--- config.mk ---
export PLATFORM = sky130hd
export DESIGN_NAME = dual_slope_ctrl
export DESIGN_NICKNAME = d
export VERILOG_FILES = /design/src/rtl/dual_slope_ctrl.sv
export SDC_FILE = /design/constraint.sdc
export NUM_CORES = 1
export LEC_CHECK = 0
export CORE_MARGIN = 8
export CORE_UTILIZATION = 54
export CTS_BUF_LIST = sky130_fd_sc_hd__clkbuf_2 sky130_fd_sc_hd__clkbuf_4 sky130_fd_sc_hd__clkbuf_8
export CTS_CLUSTER_SIZE = 40
export DETAILED_ROUTE_END_ITERATION = 10
export PLACE_DENSITY = 0.88
export SETUP_SLACK_MARGIN = 0.2
export SLEW_MARGIN = 25
export SYNTH_ARGS = -nofsm -noshare
export SYNTH_HDL_FRONTEND = slang
export SYNTH_SLANG_ARGS = --single-unit
--- constraint.sdc ---
create_clock -name clk -period 4.1 [get_ports clk]
set_input_delay 0.82 -clock clk [delete_from_list [all_inputs] [get_ports clk]]
set_output_delay 0.82 -clock clk [all_outputs]
set_load 0.005 [all_outputs]
--- src/rtl/dual_slope_ctrl.sv ---
// dual_slope_ctrl: control and counting stage of a dual-slope ADC.
// Sequences the analog switches through auto-zero, integrate and
// de-integrate phases. De-integration time is counted in a cascaded BCD
// counter, and the result is latched as packed BCD digits.
//
// Parameters:
//   DIGITS    - number of BCD decades (full scale 10^DIGITS - 1)
//   AZ_CYCLES - auto-zero phase length in clock cycles (>= 1)
// Ports:
//   clk, rst_n - clock, asynchronous active-low reset
//   start      - conversion request, honoured only in IDLE
//   comp       - comparator, 1 = integrator not yet through zero
//   sw_in      - connect the unknown input to the integrator (INTEG)
//   sw_ref     - connect the reference to the integrator (DEINT)
//   sw_zero    - short the integrator (IDLE, ZERO)
//   busy       - high in every state except IDLE
//   done       - one-cycle pulse while a new result is being latched
//   overflow   - latched with the result; de-integration hit full scale
//   bcd_out    - latched result, digit i in bcd_out[4i+3:4i]
module dual_slope_ctrl #(
    parameter int unsigned DIGITS    = 3,
    parameter int unsigned AZ_CYCLES = 16
) (
    input  logic                  clk,
    input  logic                  rst_n,
    input  logic                  start,
    input  logic                  comp,
    output logic                  sw_in,
    output logic                  sw_ref,
    output logic                  sw_zero,
    output logic                  busy,
    output logic                  done,
    output logic                  overflow,
    output logic [4*DIGITS-1:0]   bcd_out
);

    localparam int unsigned CW  = 4 * DIGITS;
    localparam int unsigned AZW = (AZ_CYCLES > 1) ? $clog2(AZ_CYCLES) : 1;

    typedef enum logic [2:0] {
        IDLE,
        INTEG,
        DEINT,
        LATCH,
        ZERO
    } state_t;

    state_t          state;
    logic [CW-1:0]   cnt;
    logic [CW-1:0]   cnt_inc;
    logic            cnt_max;
    logic [AZW-1:0]  az_cnt;
    logic            ovf_pend;

    // Switch/busy pattern for a state: {sw_in, sw_ref, sw_zero, busy}.
    // Outputs are loaded with the pattern of the state being entered, so
    // they always reflect the state register without any input path.
    function automatic logic [3:0] outs_of(input state_t s);
        case (s)
            IDLE:    outs_of = 4'b0010;
            INTEG:   outs_of = 4'b1001;
            DEINT:   outs_of = 4'b0101;
            LATCH:   outs_of = 4'b0001;
            ZERO:    outs_of = 4'b0011;
            default: outs_of = 4'b0010;
        endcase
    endfunction

    // Cascaded decade increment: each digit wraps 9->0 and carries on.
    // All-9s increments to all-0s.
    always_comb begin
        logic carry;
        cnt_inc = cnt;
        cnt_max = 1'b1;
        carry   = 1'b1;
        for (int unsigned i = 0; i < DIGITS; i++) begin
            if (cnt[4*i +: 4] != 4'd9) begin
                cnt_max = 1'b0;
            end
            if (carry) begin
                if (cnt[4*i +: 4] == 4'd9) begin
                    cnt_inc[4*i +: 4] = 4'd0;
                end else begin
                    cnt_inc[4*i +: 4] = cnt[4*i +: 4] + 4'd1;
                    carry             = 1'b0;
                end
            end
        end
    end

    always_ff @(posedge clk or negedge rst_n) begin
        if (!rst_n) begin
            state                          <= IDLE;
            cnt                            <= '0;
            az_cnt                         <= '0;
            ovf_pend                       <= 1'b0;
            {sw_in, sw_ref, sw_zero, busy} <= outs_of(IDLE);
            done                           <= 1'b0;
            overflow                       <= 1'b0;
            bcd_out                        <= '0;
        end else begin
            done <= 1'b0;
            case (state)
                IDLE: begin
                    cnt <= '0;
                    if (start) begin
                        state                          <= INTEG;
                        {sw_in, sw_ref, sw_zero, busy} <= outs_of(INTEG);
                    end
                end
                INTEG: begin
                    // Wrap from all-9s marks exactly 10^DIGITS cycles.
                    cnt <= cnt_inc;
                    if (cnt_max) begin
                        state                          <= DEINT;
                        {sw_in, sw_ref, sw_zero, busy} <= outs_of(DEINT);
                    end
                end
                DEINT: begin
                    if (!comp || cnt_max) begin
                        // Zero crossing takes priority over full scale.
                        state                          <= LATCH;
                        ovf_pend                       <= comp;
                        done                           <= 1'b1;
                        {sw_in, sw_ref, sw_zero, busy} <= outs_of(LATCH);
                    end else begin
                        cnt <= cnt_inc;
                    end
                end
                LATCH: begin
                    bcd_out                        <= cnt;
                    overflow                       <= ovf_pend;
                    cnt                            <= '0;
                    az_cnt                         <= '0;
                    state                          <= ZERO;
                    {sw_in, sw_ref, sw_zero, busy} <= outs_of(ZERO);
                end
                ZERO: begin
                    if (az_cnt == AZW'(AZ_CYCLES - 1)) begin
                        az_cnt                         <= '0;
                        state                          <= IDLE;
                        {sw_in, sw_ref, sw_zero, busy} <= outs_of(IDLE);
                    end else begin
                        az_cnt <= az_cnt + 1'b1;
                    end
                end
                default: begin
                    state                          <= IDLE;
                    cnt                            <= '0;
                    {sw_in, sw_ref, sw_zero, busy} <= outs_of(IDLE);
                end
            endcase
        end
    end

endmodule

==> impl_metrics.csv <==
group,metric,value,unit
clock_tree,htreeDepth,2,
hold_path,holdPathEnd,"bcd_out[1]$_DFFE_PN0P_",
synth,yosys.area_share.simple,16.2,%
global_route,overflow,0,
sta,finClkSkew,0.00929,ns
power,power.internal,0.455,mW
power,ir_worst_vdd,0.179,mV
synth,synth-compound-area-share,16.2,%
clock_tree,cts.root.buffer_cell,"clkbuf_4",
synth,synth_flop_cell,"dfrtp_1",
clock_tree,numCtsBuffers,5,
finish,areaGrowthSynthToFinish,14.6,%
synth,synth.avg_cell_area,11.3,µm²
detailed_routing,detail-route-antenna-nets,0,
synth,yosysMostFrequentCell,"dfrtp_1",
sta,rsz0062_at_grt,"no",
critical_path,worstSetupPathType,"in -> reg",
detailed_routing,drc,0,
die,coreArea,0.00336,mm²
clock_tree,clkLatencyLatePin,0.34,ns
synth,syn-cell-area,0.00189,mm²
sta,period_needed,2.25,ns
synth,synth_area_leader_cell,"dfrtp_1",
hold_path,holdCritStartpoint,"bcd_out[1]$_DFFE_PN0P_",
finish,design_area,0.00217,mm²
synth,yosys.area.top_type_share,48.9,%
critical_path,cp.required,4.38,ns
synth,synth_edf_count,0,
synth,synth_top_family_by_area,"simple AND/OR/NAND/NOR gates",
detailed_routing,drt-initial-drc-count,118,
power,power_frac_seq,64.7,%
sta,setup_viol,0,
clock_tree,cts_num_sinks,38,
synth,ys.warnings.count,0,
run_status,status,"completed",
die,io_pins,22,
clock_tree,cts_hold_buffers,0,
clock_tree,cts_resized,0,
power,pwr_density_cell,267,mW/mm²
global_route,grt_max_degree,39,
synth,synth_cell_types,51,
clock_tree,cts_tree,"built",
power,leakage,1.00,nW
placed_design,portBuffers,21,
power,pwr-share-clk,33.6,%
global_route,grt_pass1_vias,1407,
run,maxCapViolations,0,
critical_path,rr_startpoint,"state[1]$_DFFE_PN0P_",
die,die-area,0.00565,mm²
finish,postLayoutCoreUtil,64.5,%
critical_path,worstPathArrival,2.53,ns
sta,fmax,0.444,GHz
critical_path,rr_worst_depth,4,
sta,final_max_slew_viol_count,0,
placed_design,gp_congestion,0.854,
synth,synth_fp_nets,179,
clock_tree,cts_buffer_depth,2,
synth,ys_top_cells_by_count,"37 x dfrtp_1, 15 x nand2_1, 15 x o21ai_0",
die,die_y,75.2,µm
placed_design,dp_hpwl,2740,µm
global_route,grt_usage,15.1,%
detailed_routing,drtPass1Iterations,5,
power,pwr-share-comb,1.8,%
finish,n_antenna_cell,0,
critical_path,cp-start-kind,"input port",
synth,synth_xor_area_share,0,%
global_route,grt_pass1_wl,6520,µm
critical_path,cp-end-kind,"flip-flop",
sta,hold_viol,0,
hold_path,min_path_cells,2,
critical_path,r2r_end,"az_cnt[2]$_DFFE_PN0P_",
critical_path,path_max_fanout,15,
finish,n_fill_cell,278,
critical_path,r2r_slack,1.98,ns
sta,tightest_slew,0.821,ns
detailed_routing,wl_per_cell,16.1,µm
sta,slew_headroom,45.2,%
detailed_routing,viasPerCell,5.86,
hold_path,hp-class,"reg -> reg",
synth,synth_mux_area_share,9.19,%
detailed_routing,routed_wl,3800,µm
synth,ys_ff_latch,38,
clock_tree,clk_pin_slew,0.11,ns
sta,fin_setup_tns,0,ns
finish,final_nets,201,
die,rows,21,
finish,layout-drive-gt1-share,18.9,%
synth,seq_area_frac_synth,50.3,%
global_route,antenna_found_initial,0,
synth,synthAdderAreaFrac,4.63,%
synth,synthCells,168,
power,p_sw,0.125,mW
placed_design,dpl-instance-area,0.00212,mm²
clock_tree,post-cts-setup-buffers,0,
die,start_util,56.2,%
synth,synth_area_leaders,"dfrtp_1 49%, mux2_2 6.0%, ha_1 4.6%",
die,die_w,75.2,µm
sta,fin_crit_sh,54.9,%
synth,synthArstFlopShare,100,%
detailed_routing,vias,1384,
power,p_sw_share,21.5,%
[flip-flops by register name, indices dropped and copies added (netlist names)]
| register | cells |
|---|---|
| ovf_pend | 1 |
| sw_zero | 1 |
| bcd_out | 12 |
| az_cnt | 4 |
| overflow | 1 |
| done | 1 |
| sw_ref | 1 |
| state | 3 |
| cnt | 12 |
| sw_in | 1 |
| busy | 1 |
[worst max-delay path, cell delays in order]
cell and delay [ns]:
clkdlybuf4s50_1 0.57, nand4b_1 0.14, a21oi_1 0.17, o21ai_2 0.20, or4_1 0.55, nand3_1 0.09
[layer usage]
layer / up-vias / share of wire [%] / global-route usage [%]
li1: 650 / - / -
met1: 690 / 41 / 16.4
met2: 37 / 53 / 26.0
met3: 7 / 5.1 / 5.06
met4: 0 / 1.3 / 6.82
met5: - / 0 / 0
[stage by stage]
stage | setup WS [ns] | instances | total power [mW] | hold slack, ns
final | 1.85 | 236 | 0.579 | 0.501
after global routing | 1.77 | 236 | 0.602 | 0.535
after CTS | 1.86 | 236 | 0.586 | 0.506
after detailed placement | 1.51 | 229 | 0.393 | 0.482
after global placement | 1.57 | 229 | 0.392 | 0.468
after floorplan | 2.25 | 168 | 0.382 | 0.451
[cells in the final DEF (no fill, tap or decap), types with 3 or more instances in the layout]
cell type and count:
o21ai_0 15, a31oi_1 3, nand3_1 5, and3b_2 3, o31ai_1 5, mux2_2 10
nor2_1 9, nand2_1 15, dfrtp_1 37, a21oi_1 5, ha_1 7, clkdlybuf4s50_1 20
inv_1 7, clkbuf_4 7
[area by class of cell]
cell class,instances,area [µm²],share of cell area [%]
Multi-Input combinational cell,117,875,40.3
Timing Repair Buffer,21,205,9.46
Inverter,7,26.3,1.21
Tap cell,46,57.6,2.65
Sequential cell,38,952,43.9
Clock buffer,7,52.6,2.42
[power groups by stage]
stage,combinational [mW],clock (mW),sequential [mW]
2_1_floorplan,0.000342,0,0.382
4_1_cts,0.0107,0.201,0.375
3_5_place_dp,0.0107,0,0.382
5_1_grt,0.0121,0.216,0.375
6_report,0.0102,0.195,0.375
3_3_place_gp,0.0105,0,0.382
[cell families after synthesis]
logic type / Yosys count
AOI/OAI and AO/OA: 43
DFF: 38
muxes: 15
and+or+nand+nor: 52
adders and majority gates: 7
buffers and inverters: 13
[how the worst max path moves through the flow]
stage	from	end	slack [ns]	cells past startpoint
after floorplan	cnt[1]$_DFFE_PN0P_	sw_in$_DFFE_PN0P_	2.25	7
after global placement	comp	cnt[7]$_DFFE_PN0P_	1.57	6
after detailed placement	comp	cnt[7]$_DFFE_PN0P_	1.51	6
after CTS	sw_zero$_DFFE_PN1P_	sw_zero	1.86	1
after global routing	state[1]$_DFFE_PN0P_	az_cnt[2]$_DFFE_PN0P_	1.77	4
final	comp	cnt[7]$_DFFE_PN0P_	1.85	6
Power figures use the tool's default switching activity.
